File: config.mk
export PLATFORM = sky130hd
export DESIGN_NAME = ps2_kbd_ctrl
export DESIGN_NICKNAME = d
export VERILOG_FILES = /design/src/rtl/ps2_pkg.sv /design/src/rtl/ps2_mod_tracker.sv /design/src/rtl/ps2_kbd_ctrl.sv
export SDC_FILE = /design/constraint.sdc
export NUM_CORES = 1
export LEC_CHECK = 0
export ABC_AREA = 1
export CAP_MARGIN = 20
export CORE_UTILIZATION = 50
export DETAILED_ROUTE_END_ITERATION = 8
export GPL_ROUTABILITY_DRIVEN = 0
export PLACE_DENSITY = 0.83
export SYNTH_ARGS = -nofsm -noshare
export SYNTH_HDL_FRONTEND = slang
export SYNTH_SLANG_ARGS = --single-unit
File: constraint.sdc
create_clock -name clk -period 4.2 [get_ports clk]
set_input_delay 0.42 -clock clk [delete_from_list [all_inputs] [get_ports clk]]
set_output_delay 0.42 -clock clk [all_outputs]
set_load 0.005 [all_outputs]
File: src/rtl/ps2_pkg.sv
// Shared definitions for the PS/2 keyboard controller slice.
//   - Set-2 prefix / modifier scan codes and the protocol bytes that are dropped
//   - Sequencer state encoding
//   - Bit positions inside the 4-bit modifier vector {caps, alt, ctrl, shift}
package ps2_pkg;

  localparam logic [7:0] PFX_EXT   = 8'hE0;
  localparam logic [7:0] PFX_BRK   = 8'hF0;
  localparam logic [7:0] PFX_PAUSE = 8'hE1;

  localparam logic [7:0] SC_LSHIFT = 8'h12;
  localparam logic [7:0] SC_RSHIFT = 8'h59;
  localparam logic [7:0] SC_CTRL   = 8'h14;
  localparam logic [7:0] SC_ALT    = 8'h11;
  localparam logic [7:0] SC_CAPS   = 8'h58;

  // Protocol / status bytes that never become key events
  localparam logic [7:0] SC_NUL     = 8'h00;
  localparam logic [7:0] SC_BAT_OK  = 8'hAA;
  localparam logic [7:0] SC_ECHO    = 8'hEE;
  localparam logic [7:0] SC_ACK     = 8'hFA;
  localparam logic [7:0] SC_BAT_ERR = 8'hFC;
  localparam logic [7:0] SC_DIAG    = 8'hFD;
  localparam logic [7:0] SC_RESEND  = 8'hFE;
  localparam logic [7:0] SC_ERR     = 8'hFF;

  typedef enum logic [1:0] {
    IDLE,
    POP,
    GAP,
    EMIT
  } state_e;

  localparam int unsigned MOD_SHIFT = 0;
  localparam int unsigned MOD_CTRL  = 1;
  localparam int unsigned MOD_ALT   = 2;
  localparam int unsigned MOD_CAPS  = 3;

  function automatic logic is_drop(input logic [7:0] b);
    case (b)
      SC_NUL, SC_BAT_OK, SC_ECHO, SC_ACK,
      SC_BAT_ERR, SC_DIAG, SC_RESEND, SC_ERR: is_drop = 1'b1;
      default:                                is_drop = 1'b0;
    endcase
  endfunction

endpackage

File: src/rtl/ps2_mod_tracker.sv
// Modifier-key state tracker.
// Ports:
//   clk, rst_n   clock, asynchronous active-low reset
//   code_i       scan code with prefixes stripped
//   ext_i        code was preceded by E0
//   brk_i        code is a release (preceded by F0)
//   strobe_i     apply code_i/ext_i/brk_i this cycle
//   mods_o       current {caps, alt, ctrl, shift}
//   mods_nxt_o   {caps, alt, ctrl, shift} as they will be after this strobe
module ps2_mod_tracker
  import ps2_pkg::*;
(
  input  logic       clk,
  input  logic       rst_n,
  input  logic [7:0] code_i,
  input  logic       ext_i,
  input  logic       brk_i,
  input  logic       strobe_i,
  output logic [3:0] mods_o,
  output logic [3:0] mods_nxt_o
);

  logic lsh_q, rsh_q, lctl_q, rctl_q, lalt_q, ralt_q, caps_q, caps_down_q;
  logic lsh_d, rsh_d, lctl_d, rctl_d, lalt_d, ralt_d, caps_d, caps_down_d;
  logic make;

  always_comb begin
    lsh_d       = lsh_q;
    rsh_d       = rsh_q;
    lctl_d      = lctl_q;
    rctl_d      = rctl_q;
    lalt_d      = lalt_q;
    ralt_d      = ralt_q;
    caps_d      = caps_q;
    caps_down_d = caps_down_q;
    make        = !brk_i;
    if (strobe_i) begin
      if (code_i == SC_LSHIFT && !ext_i) lsh_d = make;
      if (code_i == SC_RSHIFT && !ext_i) rsh_d = make;
      if (code_i == SC_CTRL) begin
        if (ext_i) rctl_d = make;
        else       lctl_d = make;
      end
      if (code_i == SC_ALT) begin
        if (ext_i) ralt_d = make;
        else       lalt_d = make;
      end
      if (code_i == SC_CAPS) begin
        // caps_down masks typematic repeats so only the first make toggles
        if (make && !caps_down_q) caps_d = !caps_q;
        caps_down_d = make;
      end
    end
  end

  always_ff @(posedge clk or negedge rst_n) begin
    if (!rst_n) begin
      lsh_q       <= 1'b0;
      rsh_q       <= 1'b0;
      lctl_q      <= 1'b0;
      rctl_q      <= 1'b0;
      lalt_q      <= 1'b0;
      ralt_q      <= 1'b0;
      caps_q      <= 1'b0;
      caps_down_q <= 1'b0;
    end else begin
      lsh_q       <= lsh_d;
      rsh_q       <= rsh_d;
      lctl_q      <= lctl_d;
      rctl_q      <= rctl_d;
      lalt_q      <= lalt_d;
      ralt_q      <= ralt_d;
      caps_q      <= caps_d;
      caps_down_q <= caps_down_d;
    end
  end

  always_comb begin
    mods_o                = '0;
    mods_o[MOD_SHIFT]     = lsh_q | rsh_q;
    mods_o[MOD_CTRL]      = lctl_q | rctl_q;
    mods_o[MOD_ALT]       = lalt_q | ralt_q;
    mods_o[MOD_CAPS]      = caps_q;
    mods_nxt_o            = '0;
    mods_nxt_o[MOD_SHIFT] = lsh_d | rsh_d;
    mods_nxt_o[MOD_CTRL]  = lctl_d | rctl_d;
    mods_nxt_o[MOD_ALT]   = lalt_d | ralt_d;
    mods_nxt_o[MOD_CAPS]  = caps_d;
  end

endmodule

File: src/rtl/ps2_kbd_ctrl.sv
// PS/2 keyboard scan-code sequencer: pops Set-2 bytes from the receiver FIFO,
// strips E0/F0/E1 prefixes, drops protocol bytes, tracks modifiers and
// presents one key event at a time through a valid/ack register.
// Ports:
//   clk, clrn            clock, asynchronous active-low reset
//   kbd_ready/kbd_data   FIFO not-empty flag and head byte
//   kbd_overflow         FIFO overflow flag
//   kbd_rdn              FIFO read strobe, active low
//   evt_valid/evt_ack    event handshake to the CPU
//   evt_code/ext/brk     decoded key event
//   evt_mods             {caps, alt, ctrl, shift} after this event
//   ovf_sticky/ovf_clr   sticky overflow flag and its clear
module ps2_kbd_ctrl
  import ps2_pkg::*;
#(
  parameter int unsigned PAUSE_SKIP = 7,
  parameter logic [7:0]  PAUSE_CODE = 8'hE1
) (
  input  logic       clk,
  input  logic       clrn,
  input  logic       kbd_ready,
  input  logic [7:0] kbd_data,
  input  logic       kbd_overflow,
  output logic       kbd_rdn,
  output logic       evt_valid,
  output logic [7:0] evt_code,
  output logic       evt_ext,
  output logic       evt_brk,
  output logic [3:0] evt_mods,
  input  logic       evt_ack,
  output logic       ovf_sticky,
  input  logic       ovf_clr
);

  localparam int unsigned SKW = $clog2(PAUSE_SKIP + 1);

  state_e         state_q;
  logic [7:0]     byte_q;
  logic           ext_f_q, brk_f_q;
  logic [SKW-1:0] skip_q;
  logic           ovf_prev_q;
  logic           rdn_q;
  logic           evt_valid_q, evt_ext_q, evt_brk_q, ovf_q;
  logic [7:0]     evt_code_q;
  logic [3:0]     evt_mods_q;

  logic           key_byte, trk_strobe;
  logic [3:0]     trk_mods, trk_mods_nxt;

  // A byte becomes a key event only if no earlier parse rule claims it
  always_comb begin
    key_byte = (skip_q == '0) &&
               (byte_q != PFX_PAUSE) && (byte_q != PFX_EXT) && (byte_q != PFX_BRK) &&
               !is_drop(byte_q) &&
               !(ext_f_q && (byte_q == SC_LSHIFT || byte_q == SC_RSHIFT));
    trk_strobe = (state_q == GAP) && key_byte;
  end

  ps2_mod_tracker u_mods (
    .clk        (clk),
    .rst_n      (clrn),
    .code_i     (byte_q),
    .ext_i      (ext_f_q),
    .brk_i      (brk_f_q),
    .strobe_i   (trk_strobe),
    .mods_o     (trk_mods),
    .mods_nxt_o (trk_mods_nxt)
  );

  always_ff @(posedge clk or negedge clrn) begin
    if (!clrn) begin
      state_q     <= IDLE;
      byte_q      <= '0;
      ext_f_q     <= 1'b0;
      brk_f_q     <= 1'b0;
      skip_q      <= '0;
      ovf_prev_q  <= 1'b0;
      rdn_q       <= 1'b1;
      evt_valid_q <= 1'b0;
      evt_code_q  <= '0;
      evt_ext_q   <= 1'b0;
      evt_brk_q   <= 1'b0;
      evt_mods_q  <= '0;
      ovf_q       <= 1'b0;
    end else begin
      unique case (state_q)
        IDLE: begin
          if (kbd_ready && !evt_valid_q) begin
            state_q <= POP;
            rdn_q   <= 1'b0;
          end
        end
        POP: begin
          byte_q  <= kbd_data;
          rdn_q   <= 1'b1;
          state_q <= GAP;
        end
        GAP: begin
          state_q <= IDLE;
          if (skip_q != '0) begin
            skip_q <= skip_q - SKW'(1);
            if (skip_q == SKW'(1)) begin
              evt_code_q  <= PAUSE_CODE;
              evt_ext_q   <= 1'b0;
              evt_brk_q   <= 1'b0;
              evt_mods_q  <= trk_mods;
              evt_valid_q <= 1'b1;
              state_q     <= EMIT;
            end
          end else if (byte_q == PFX_PAUSE) begin
            skip_q  <= SKW'(PAUSE_SKIP);
            ext_f_q <= 1'b0;
            brk_f_q <= 1'b0;
          end else if (byte_q == PFX_EXT) begin
            ext_f_q <= 1'b1;
          end else if (byte_q == PFX_BRK) begin
            brk_f_q <= 1'b1;
          end else begin
            ext_f_q <= 1'b0;
            brk_f_q <= 1'b0;
            if (key_byte) begin
              evt_code_q  <= byte_q;
              evt_ext_q   <= ext_f_q;
              evt_brk_q   <= brk_f_q;
              evt_mods_q  <= trk_mods_nxt;
              evt_valid_q <= 1'b1;
              state_q     <= EMIT;
            end
          end
        end
        EMIT: begin
          if (evt_ack) begin
            evt_valid_q <= 1'b0;
            state_q     <= IDLE;
          end
        end
        default: state_q <= IDLE;
      endcase

      // Overflow resync placed last so it overrides any prefix set by GAP this cycle
      ovf_prev_q <= kbd_overflow;
      if (kbd_overflow && !ovf_prev_q) begin
        ext_f_q <= 1'b0;
        brk_f_q <= 1'b0;
        skip_q  <= '0;
      end

      if (kbd_overflow)  ovf_q <= 1'b1;
      else if (ovf_clr)  ovf_q <= 1'b0;
    end
  end

  assign kbd_rdn    = rdn_q;
  assign evt_valid  = evt_valid_q;
  assign evt_code   = evt_code_q;
  assign evt_ext    = evt_ext_q;
  assign evt_brk    = evt_brk_q;
  assign evt_mods   = evt_mods_q;
  assign ovf_sticky = ovf_q;

endmodule

Word-level counts from Yosys, hierarchy flattened
Index checks and enable logic that the tools add are counted.
W data, S select, Z words.
{"block": "totals", "regBits": 41, "out_inout_bits": 17}
{"block": "classes", "n_addsub": 1, "eq_ne": 36, "muxes": 80, "bitwise": 6, "n_reduce_logical": 40}
{"cell": "$eq A8 B8 Y1 const B", "n": 10}
{"cell": "$mux W1", "n": 53}
{"cell": "$mux W8", "n": 6}
{"cell": "$eq A8 B5 Y1 const B", "n": 3}
{"cell": "$mux W4", "n": 6}
{"cell": "$ne A8 B8 Y1 const B", "n": 3}
{"cell": "$eq A8 B7 Y1 const B", "n": 2}
{"cell": "$mux W2", "n": 8}
{"cell": "$logic_and A1 B1 Y1", "n": 12}
{"cell": "$mux W3", "n": 4}
{"cell": "$ne A2 B2 Y1 const B", "n": 5}
{"cell": "$reduce_bool A2 Y1", "n": 5}
{"cell": "$ne A3 B2 Y1 const B", "n": 3}
{"cell": "$ne A3 B3 Y1 const B", "n": 3}
{"cell": "$logic_not A1 Y1", "n": 8}
{"cell": "$logic_not A8 Y1", "n": 1}
{"cell": "$pmux W2 S4", "n": 1}
{"cell": "$reduce_and A2 Y1", "n": 4}
{"cell": "$reduce_or A8 Y1", "n": 1}
{"cell": "$reduce_and A7 Y1", "n": 1}
{"cell": "$or A1 B1 Y1", "n": 6}
{"cell": "$reduce_and A3 Y1", "n": 2}
{"cell": "$reduce_and A6 Y1", "n": 1}
{"cell": "$reduce_bool A3 Y1", "n": 2}
{"cell": "other kinds (10)", "n": 13}

Depth between registers and ports, before layout
Gate-level depths: netlist (run 1).
{"block": "depth", "word_depth": 14, "mapped_depth": 16}

Modules after synthesis
Synthesis (run 1) repeated with hierarchy kept, for this count alone.
{"block": "unflattened", "cells_unflattened": 323, "area_unflattened_um2": 2518.7}
{"mod": "ps2_kbd_ctrl", "instances": 1, "cells_per_inst": 232, "area_per_inst_um2": 1913.1, "seq_area_each_um2": 827.0}
{"mod": "ps2_mod_tracker", "instances": 1, "cells_per_inst": 91, "area_per_inst_um2": 605.6, "seq_area_each_um2": 200.2}

Worst setup path before layout (run 1)
OpenSTA, ideal clock, no wires.
{"block": "synth_path", "kind": "register to register", "start": "register skip_q[0]", "end": "register evt_mods_q[0] (netlist: evt_mods[0])", "setup_time_ns": 0.120, "arrival_ns": 1.578, "t_required_ns": 4.080, "setup_slack_ns": 2.502, "path_stages_with_launch": 13, "n_path_buf": 1, "path_cell_list": "dfrtp_1 -> inv_1 -> ha_1 -> nand2_1 -> a21oi_2 -> nand2_2 -> nor2_4 -> nand2_4 -> buf_6 -> nand2_1 -> nand2_2 -> o21ai_1 -> nand2_1"}
{"block": "synth_between", "elab_chain_len": 14}
{"item": "start, declared", "line": "ps2_kbd_ctrl.sv:40", "rtl": "logic [SKW-1:0] skip_q;"}
{"item": "start signal, assigned", "line": "ps2_kbd_ctrl.sv:101", "rtl": "skip_q <= skip_q - SKW'(1);"}
{"item": "start signal, assigned", "line": "ps2_kbd_ctrl.sv:111", "rtl": "skip_q <= SKW'(PAUSE_SKIP);"}
{"item": "$logic_not A3 Y1", "line": "ps2_kbd_ctrl.sv:52", "rtl": "key_byte = (skip_q == '0) &&"}
{"item": "$logic_and A1 B1 Y1", "line": "ps2_kbd_ctrl.sv:52"}
{"item": "$logic_and A1 B1 Y1 (3 in series)", "line": "ps2_kbd_ctrl.sv:53", "rtl": "(byte_q != PFX_PAUSE) && (byte_q != PFX_EXT) && (byte_q != PFX_BRK) &&"}
{"item": "$logic_and A1 B1 Y1", "line": "ps2_kbd_ctrl.sv:54", "rtl": "!is_drop(byte_q) &&"}
{"item": "$logic_and A1 B1 Y1", "line": "ps2_kbd_ctrl.sv:56", "rtl": "trk_strobe = (state_q == GAP) && key_byte;"}
{"item": "$mux W1", "line": "ps2_mod_tracker.sv:37", "rtl": "if (strobe_i) begin"}
{"item": "via u_mods.rsh_d", "line": "ps2_mod_tracker.sv:24", "rtl": "logic lsh_d, rsh_d, lctl_d, rctl_d, lalt_d, ralt_d, caps_d, caps_down_d;"}
{"item": "$or A1 B1 Y1", "line": "ps2_mod_tracker.sv:85", "rtl": "mods_nxt_o[MOD_SHIFT] = lsh_d | rsh_d;"}
{"item": "$mux W4", "line": "ps2_kbd_ctrl.sv:121", "rtl": "if (key_byte) begin"}
{"item": "$mux W4", "line": "ps2_kbd_ctrl.sv:116", "rtl": "end else if (byte_q == PFX_BRK) begin"}
{"item": "$mux W4", "line": "ps2_kbd_ctrl.sv:114", "rtl": "end else if (byte_q == PFX_EXT) begin"}
{"item": "$mux W4", "line": "ps2_kbd_ctrl.sv:110", "rtl": "end else if (byte_q == PFX_PAUSE) begin"}
{"item": "$mux W4", "line": "ps2_kbd_ctrl.sv:100", "rtl": "if (skip_q != '0) begin"}
{"item": "end signal, assigned", "line": "ps2_kbd_ctrl.sv:106", "rtl": "evt_mods_q <= trk_mods;"}
{"item": "end signal, assigned", "line": "ps2_kbd_ctrl.sv:125", "rtl": "evt_mods_q <= trk_mods_nxt;"}
{"item": "end, declared", "line": "ps2_kbd_ctrl.sv:45", "rtl": "logic [3:0] evt_mods_q;"}
The timed path passes the listed nets, and every way through them passes these cells. The select of a mux whose other input is x is not followed.
A chain may end at the register's enable or synchronous reset.

Worst setup path after layout (run 1)
{"block": "layout_path", "start": "register byte_q[6]", "end": "register state_q[1]"}
{"block": "layout_between", "elab_chain_len": 12}
{"item": "start, declared", "line": "ps2_kbd_ctrl.sv:38", "rtl": "logic [7:0] byte_q;"}
{"item": "start signal, assigned", "line": "ps2_kbd_ctrl.sv:94", "rtl": "byte_q <= kbd_data;"}
{"item": "$eq A8 B8 Y1 (tied with other cells)", "line": "ps2_pkg.sv:40", "rtl": "case (b)"}
{"item": "$reduce_or A8 Y1 / $logic_and A1 B1 Y1 (equally long branches)", "line": "ps2_pkg.sv:40, ps2_kbd_ctrl.sv:52"}
{"item": "$mux W1 / $logic_and A1 B1 Y1 (equally long branches)", "line": "ps2_pkg.sv:40, ps2_kbd_ctrl.sv:53"}
{"item": "$logic_not A1 Y1 / $logic_and A1 B1 Y1 (equally long branches)", "line": "ps2_kbd_ctrl.sv:54, ps2_kbd_ctrl.sv:53"}
{"item": "$logic_and A1 B1 Y1", "line": "ps2_kbd_ctrl.sv:53"}
{"item": "$logic_and A1 B1 Y1", "line": "ps2_kbd_ctrl.sv:54"}
{"item": "$mux W2", "line": "ps2_kbd_ctrl.sv:121"}
{"item": "$mux W2", "line": "ps2_kbd_ctrl.sv:116"}
{"item": "$mux W2", "line": "ps2_kbd_ctrl.sv:114"}
{"item": "$mux W2 *", "line": "ps2_kbd_ctrl.sv:110"}
{"item": "$mux W2 *", "line": "ps2_kbd_ctrl.sv:100"}
{"item": "$pmux W2 S4 *", "line": "ps2_kbd_ctrl.sv:86", "rtl": "unique case (state_q)"}
{"item": "end signal, assigned", "line": "ps2_kbd_ctrl.sv:89", "rtl": "state_q <= POP;"}
{"item": "end signal, assigned", "line": "ps2_kbd_ctrl.sv:99", "rtl": "state_q <= IDLE;"}
{"item": "end signal, assigned", "line": "ps2_kbd_ctrl.sv:108", "rtl": "state_q <= EMIT;"}
{"item": "end, declared", "line": "ps2_kbd_ctrl.sv:37", "rtl": "state_e state_q;"}
Mark *: on every way between the ends. The rest lies on a longest branch, timed or not.

==> reports/metrics.csv, run 1 <==
metric,value,unit
clkLatencyLatePin,0.29,ns
drt-initial-drc-count,129,
hp-class,input pin to async pin,
slew_headroom,0.401,
synth_edf_count,0,
wire_per_inst,13.1,µm
final.setup.tns,0,ns
synth_ff_type,dfrtp_1,
power_switching,0.000717,W
nFillCells,356,
netlist-cell-type-count,35,
clkPwrFrac,0.189,
post-cts-setup-buffers,0,
remaining_drc_errors,0,
clock_sink_count,41,
status,finished clean,
cts-resized-gates,0,
first_pass_iters,5,
routed_wl,4740,µm
cts_tree,done,
synth_area,2200,µm²
ant_nets,0,
cp.arrival,2.21,ns
timing.final.crit_share,0.489,
clk_pin_slew,0.08,ns
place_ws,2.20,ns
synth_top_area_cell,dfrtp_1,
avgSynthCellArea,7.81,µm²
synth.net_count,299,
required,4.36,ns
crit_start,byte_q[6],
r2r_slack,2.14,ns
pin_count,31,
dieArea,4680,µm²
die_width,68.4,µm
ctsHoldBuffers,0,
yosys_warnings,0,
num_antenna_cells,0,
worst_slew_pin_slew,0.899,ns
clock-root-buffer,clkbuf_8,
endpoint_kind,flip-flop,
syn_inst,282,
antenna_found_initial,0,
fin_skew,0.00585,ns
switching_share,0.414,
drive_above_1_share,0.121,
finalSetupViolCount,0,
netlist.area_leader.share,0.454,
fp-row-count,23,
path_class,flip-flop to flip-flop,
power_frac_comb,0.435,
viasPerCell,5.15,
syn_to_final_growth,18.6,%
maxCapViolations,0,
async_reset_ff_frac,1.00,
peakVddDrop,0.334,mV
power.density,663,nW/µm²
grt_pass1_wl,8090,µm
cts.path.max_buffers,2,
p_seq_frac,0.376,
nets,329,
grt_max_degree,42,
grt_pass1_vias,1765,
coreArea,4120,µm²
synth-seq-cells,41,
seq_area_frac_synth,0.466,
finalHoldViolCount,0,
io_buffers,30,
drv_slew,0,
cts-buffers-inserted,5,
start_util,0.535,
globalRoute.totalOverflow,0,
yosys-top-cells-area,"dfrtp_1, nand2_1, nor2_1, inv_1, nand3_1",
p_int,0.00102,W
max_freq,487,MHz
yosysMostFrequentCell,nand2_1,
cp_max_fo,20,
htree_levels,2,
synth_commonest_cells,"nand2_1, dfrtp_1, nor2_1",
via_count,1870,
rr_endpoint,state_q[1],
leakagePower,1.24,nW
grt_util_all_layers,0.243,
r2r_start,byte_q[6],
die_h,68.4,µm
start_kind,flip-flop,
period_minus_slack,2.06,ns
setup_slack,2.14,ns
ff2ff_path_depth,10,
dp.final_hpwl,3370,µm
rsz0062_at_grt,no,
## stage by stage
stage                      util  hold slack [ns]  area (µm²)  total power (W)  cells
after floorplan               -            0.124        2200          0.00119    282
after global placement    0.607            0.454        2500          0.00138    355
after detailed placement  0.607            0.457        2500          0.00140    355
after CTS                 0.635            0.287        2610          0.00174    363
after global routing      0.635            0.321        2610          0.00188    363
final                     0.635            0.243        2610          0.00173    363
## placed cells by master, fill, tap and decap left out, drive strengths merged
master / synthesis / final
dfrtp: 40 / 40
o2111ai: 1 / 1
nand2: 87 / 87
bufinv: 0 / 1
clkdlybuf4s50: 0 / 29
a31oi: 4 / 4
and2: 1 / 1
nand4: 4 / 4
o211ai: 1 / 1
a21oi: 14 / 14
nand3b: 1 / 1
dfstp: 1 / 1
inv: 36 / 36
o31ai: 1 / 1
nor2: 41 / 41
nand3: 18 / 18
o21bai: 1 / 1
buf: 5 / 1
and3: 1 / 1
o21ai: 16 / 16
clkbuf: 2 / 7
nor3: 2 / 2
ha: 3 / 3
xor2: 1 / 1
a221oi: 1 / 1
## worst max-delay path by stage
stage	end	slack, ns	cells past startpoint
detailed placement	evt_code[1]	2.20	11
global placement	evt_code[1]	2.27	11
global route	state_q[1]	1.98	10
finish	state_q[1]	2.14	10
floorplan	evt_mods[0]	2.50	12
CTS	evt_code[1]	2.16	11
## cell families (layout without fill, tap and decap cells)
logic type      count (synthesis)  after routing  synth area share
xor+xnor                        1              1           0.00398
compound gates                 39             39             0.104
simple gates                  155            155             0.318
flops                          41             41             0.466
fa+ha+maj                       3              3            0.0170
buf+inv                        43             74            0.0903
## registers in the layout, indices dropped and copies added, names as in the netlist, 2 cells and up
name / flops
byte_q: 8
evt_code: 8
evt_mods: 4
skip_q: 3
state_q: 2
## layer usage
metal  routed length (µm)  global-route usage  share of wire  vias to the layer above
met5                    0                   0              0                        -
met4                  151              0.0990          0.032                        0
met3                  236              0.0583          0.050                       15
met2                 2220               0.385           0.47                       60
met1                 2130               0.317           0.45                      840
li1                     -                   -              -                      955
## area by class of cell
class / count / area [µm²] / share of cell area
clock buffers: 7 / 86.3 / 0.0330
clock inverters: 1 / 30.0 / 0.0115
inverters: 36 / 135 / 0.0517
multi-input cells: 198 / 977 / 0.374
flip-flops and latches: 41 / 1030 / 0.393
well taps: 50 / 62.6 / 0.0239
repair buffers: 30 / 295 / 0.113
## worst max-delay path: stages, from the launching register on
cell and delay (ns):
dfrtp_1 0.45, nor2_1 0.21, inv_1 0.07, nor2_2 0.16, nand2_1 0.12, a21oi_2 0.19
nor2_4 0.07, nand2_4 0.16, nand2_4 0.18, inv_2 0.20, nand3_1 0.09
## power groups by stage
stage / logic (W) / clock network, W / registers (W)
after detailed placement: 0.000745 / 0 / 0.000655
after CTS: 0.000758 / 0.000330 / 0.000651
after global placement: 0.000731 / 0 / 0.000649
after floorplan: 0.000554 / 0 / 0.000635
after global routing: 0.000856 / 0.000351 / 0.000671
final: 0.000754 / 0.000328 / 0.000653
Power figures use the tool's default switching activity.
==> inputs of run 2 (changes only) <==
- CORE_UTILIZATION: 50 -> 49
- PLACE_DENSITY: 0.83 -> 0.85
- clock period: 4.2 -> 1.7 ns (I/O delays scaled with it)
==> reports/metrics.csv, run 2 (same netlist as run 1, synthesis figures left out) <==
metric,value,unit,change
drv_slew,0,,unchanged
first_pass_iters,6,,+1
finalHoldViolCount,0,,unchanged
fin_skew,0.00618,ns,+0.000332 ns
violations,setup timing,,
cp.arrival,2.34,ns,+0.13 ns
grt_pass1_wl,11400,µm,+41%
worst_slew_pin_slew,0.630,ns,-0.269 ns
multi_input_area,1280,µm²,+31%
slew_headroom,0.579,,+0.178
antenna_found_initial,0,,unchanged
place_ws,-0.0871,ns,-2.29 ns
drt-initial-drc-count,499,,+290%
globalRoute.totalOverflow,0,,unchanged
final.setup.tns,-6.26,ns,-6.26 ns
coreArea,4320,µm²,+5.1%
nFillCells,227,,-36%
timing.final.crit_share,1.25,,+0.765
cts-buffers-inserted,5,,unchanged
grt_util_all_layers,0.310,,+0.0671
remaining_drc_errors,0,,unchanged
dpl_cell_area,2750,µm²,+10%
routed_wl,9610,µm,+100%
viasPerCell,6.50,,+26%
slowest_stage,dfrtp_1,,
mostFrequentLayoutCell,buf_4,,
dpl.cell_count,389,,+9.6%
nets,389,,+18%
grt_max_degree,42,,unchanged
grt_pass1_vias,2386,,+35%
status,"complete, but fails checks",,
clk_pin_slew,0.08,ns,about the same
layout.cells.non_filler,425,,+17%
finalSetupViolCount,29,,+29
clock-root-buffer,clkbuf_8,,
power.density,1900,nW/µm²,+190%
required,1.90,ns,-2.46 ns
max_freq,469,MHz,-3.7%
final_cell_mix,"buf_4, nand2_1, dfrtp_1",,
final-seq-area,1030,µm²,+0.37%
wire_per_inst,22.6,µm,+73%
crit_path_frequent_cell,buf_4,,
num_antenna_cells,0,,unchanged
cp_max_fo,3,,-85%
clkLatencyLatePin,0.31,ns,+0.02 ns
max_stage_delay,0.42,ns,-0.03 ns
clock_sink_count,41,,unchanged
die_h,69.1,µm,+0.98%
endpoint_kind,flip-flop,,
leakagePower,1.61,nW,+29%
via_count,2763,,+48%
maxCapViolations,0,,unchanged
ant_nets,0,,unchanged
period_minus_slack,2.13,ns,+0.0779 ns
worstPathCellList,"buf_6, nand4_1, buf_4, buf_4, buf_4, buf_4, buf_4, buf_4, nor2_1, o211ai_1, o31ai_1",,
setup_slack,-0.433,ns,-2.58 ns
cts.path.max_buffers,2,,unchanged
peakVddDrop,1.19,mV,+260%
cts_tree,done,,
pin_count,31,,unchanged
dieArea,4770,µm²,+2.0%
syn_to_final_growth,55.7,%,
final_cell_area,3430,µm²,+31%
drive_above_1_share,0.421,,+0.300
hp-class,input pin to flip-flop,,
holdWs,0.340,ns,+0.0970 ns
start_kind,flip-flop,,
die_width,69.1,µm,+0.98%
path_class,flip-flop to flip-flop,,
rsz0062_at_grt,yes,,
io_buffers,30,,unchanged
fp-row-count,24,,+4.3%
dp.final_hpwl,3780,µm,+12%
start_util,0.510,,-0.0259
htree_levels,2,,unchanged
run 2: changes by cell type in the layout (fill, tap and decap cells not counted), moves of 3 or more:
cell and delta:
buf_6 +7, nor2_2 +4, buf_4 +47, buf_12 +3
nor2_1 -13, nor2_4 +9, dfrtp_2 +3, dfrtp_1 -3
nand2_2 +23, nand2_1 -32, inv_1 -4, nand2_4 +8
run 2: worst paths after layout:
check	start	slack, ns	cells after the start	end
min reg2reg	kbd_rdn	0.49	2	kbd_rdn
min	kbd_overflow	0.34	1	ovf_prev_q
max reg2reg	byte_q[7]	-0.43	11	ext_f_q
max in group asynchronous	clrn	0.83	3	byte_q[2]
min in group asynchronous	clrn	0.45	3	ovf_sticky
max	byte_q[7]	-0.43	11	ext_f_q
run 2: report_power, final:
| group | switching (W) | internal, W |
|---|---|---|
| sequential | 0.000369 | 0.00133 |
| combinational | 0.00235 | 0.00183 |
| clock | 0.000361 | 0.000285 |
run 2: final cells by class:
class	count	area share
sequential	41	0.301
inverter	36	0.0445
timing repair inverter	1	0.00328
clock inverter	2	0.00292
tap	52	0.0190
timing repair buffer	89	0.237
clock buffer	6	0.0212
multi-input combinational	198	0.372
run 2: what timing repair did:
| item | CTS | global route |
|---|---|---|
| gates resized for setup | 21 | 80 |
| pin swaps | 18 | 22 |
| hold buffers | 1 | 0 |
| buffers inserted | 17 | 10 |
| setup endpoints to repair | 18 | 30 |
| endpoints found under the hold margin | 40 | 0 |
| cloned | 1 | 1 |
run 2: routing by layer:
metal	track usage	part of all wire	vias up
li1	-	-	1074
met1	0.350	0.34	1319
met2	0.507	0.45	266
met3	0.0906	0.11	104
met4	0.206	0.097	0
met5	0	0	-
run 2: critical path: cells and delay by family (launching register included):
| kind | cells | cell delay, ns |
|---|---|---|
| buf+inv | 7 | 0.96 |
| compound gates | 2 | 0.26 |
| simple gates | 2 | 0.38 |
| flops | 1 | 0.42 |
run 2: stage by stage:
stage | power (W) | utilization
final | 0.00652 | 0.793
after global routing | 0.00670 | 0.793
after CTS | 0.00513 | 0.709
after detailed placement | 0.00402 | 0.637
after global placement | 0.00395 | 0.637
after floorplan | 0.00294 | -
==> inputs of run 3 (changes only) <==
- CORE_UTILIZATION: 49 -> 50
- PLACE_DENSITY: 0.85 -> 0.83
- clock period: 1.7 -> 2.31 ns (I/O delays scaled with it)
==> reports/metrics.csv, run 3 (same netlist as run 1, synthesis figures left out) <==
metric,value,unit,change
status,finished clean,,
drv_slew,0,,unchanged
clk_pin_slew,0.07,ns,about the same
cts-buffers-inserted,5,,unchanged
final-seq-area,1030,µm²,-0.36%
cp.arrival,2.22,ns,-0.12 ns
pin_count,31,,unchanged
die_h,68.4,µm,-0.97%
coreArea,4120,µm²,-4.8%
nets,331,,-15%
final.setup.tns,0,ns,+6.26 ns
fp-row-count,23,,-4.2%
grt_max_degree,42,,unchanged
max_stage_delay,0.38,ns,-0.04 ns
worst_slew_pin_slew,0.884,ns,+0.254 ns
slowest_stage,dfrtp_1,,
max_freq,492,MHz,+5.0%
cp_max_fo,20,,+17
remaining_drc_errors,0,,unchanged
slew_headroom,0.410,,-0.169
cts_tree,done,,
ff2ff_path_depth,11,,unchanged
start_kind,flip-flop,,
dpl_cell_area,2510,µm²,-8.7%
first_pass_iters,4,,-2
r2r_slack,0.28,ns,+0.71 ns
drt-initial-drc-count,75,,-85%
required,2.50,ns,+0.60 ns
rr_endpoint,evt_code[3],,
grt_util_all_layers,0.242,,-0.0683
period_minus_slack,2.03,ns,-0.102 ns
worst-path-buf-inv,2,,-5
cp_top_family,simple AND/OR/NAND/NOR gates,,
path_class,flip-flop to flip-flop,,
power.density,1200,nW/µm²,-37%
ant_nets,0,,unchanged
worstPathCellList,"inv_1, ha_1, nand2_1, a21oi_2, nand2_2, nor2_4, nand2_4, nand2_4, inv_2, nand2_1, nand2_1",,
num_antenna_cells,0,,unchanged
antenna_found_initial,0,,unchanged
via_count,1903,,-31%
dieArea,4680,µm²,-1.9%
mostFrequentLayoutCell,nand2_1,,
dpl.cell_count,357,,-8.2%
grt_pass1_wl,8160,µm,-28%
cts-resized-gates,0,,-100%
viasPerCell,5.21,,-20%
multi_input_area,977,µm²,-23%
syn_to_final_growth,19.3,%,
cts.path.max_buffers,2,,unchanged
post-cts-setup-buffers,0,,-17
die_width,68.4,µm,-0.97%
io_buffers,30,,unchanged
clock_sink_count,41,,unchanged
htree_levels,2,,unchanged
grt_pass1_vias,1815,,-24%
endpoint_kind,flip-flop,,
rsz0062_at_grt,no,,
final_cell_mix,"nand2_1, dfrtp_1, nor2_1",,
routed_wl,4570,µm,-52%
timing.final.crit_share,0.879,,-0.375
clock-root-buffer,clkbuf_8,,
drive_above_1_share,0.127,,-0.294
final_cell_area,2630,µm²,-23%
clkLatencyLatePin,0.29,ns,-0.02 ns
layout.cells.non_filler,365,,-14%
nFillCells,359,,+58%
leakagePower,1.25,nW,-22%
globalRoute.totalOverflow,0,,unchanged
start_util,0.535,,+0.0259
crit_start,skip_q[0],,
ctsHoldBuffers,0,,-1
crit_path_frequent_cell,nand2_1,,
finalHoldViolCount,0,,unchanged
hp-class,input pin to async pin,,
maxCapViolations,0,,unchanged
holdWs,0.0592,ns,-0.281 ns
r2r_start,skip_q[0],,
finalSetupViolCount,0,,-100%
fin_skew,0.00471,ns,-0.00147 ns
wire_per_inst,12.5,µm,-45%
peakVddDrop,0.669,mV,-44%
dp.final_hpwl,3390,µm,-10%
run 3: cell count changes in the layout (fill, tap and decap cells not counted), sizes merged:
cell	change
clkinv	-3
bufinv	+1
dlygate4sd3	-1
clkbuf	+1
buf	-56
run 3: through the flow:
stage	setup WS (ns)	power [W]	utilization
floorplan	0.612	0.00216	-
global placement	0.395	0.00254	0.611
detailed placement	0.304	0.00258	0.611
CTS	0.286	0.00318	0.639
global route	0.0417	0.00345	0.639
finish	0.279	0.00316	0.639
run 3: layout make-up:
type / count / area share
Multi-Input combinational cell: 198 / 0.372
Timing Repair Buffer: 32 / 0.118
Sequential cell: 41 / 0.391
Clock buffer: 7 / 0.0328
Inverter: 36 / 0.0514
Tap cell: 50 / 0.0238
Clock inverter: 1 / 0.0114
run 3: worst max path at each step:
stage | endpoint | slack (ns) | depth (start not counted)
CTS | evt_code[4] | 0.29 | 11
global placement | evt_code[4] | 0.39 | 11
floorplan | evt_mods[0] | 0.61 | 12
finish | evt_code[3] | 0.28 | 11
global route | evt_code[1] | 0.04 | 11
detailed placement | evt_code[4] | 0.30 | 11
run 3: per-layer routing:
metal  vias to the layer above  share of wire  wire [µm]  track usage
li1                        953              -          -            -
met1                       886           0.46       2090        0.325
met2                        57           0.47       2140        0.382
met3                         7          0.063        287       0.0667
met4                         0          0.012         55       0.0625
met5                         -              0          0            0
run 3: power breakdown:
group | internal, W | switching (W)
sequential | 0.000970 | 0.000204
clock | 0.000352 | 0.000239
combinational | 0.000551 | 0.000843
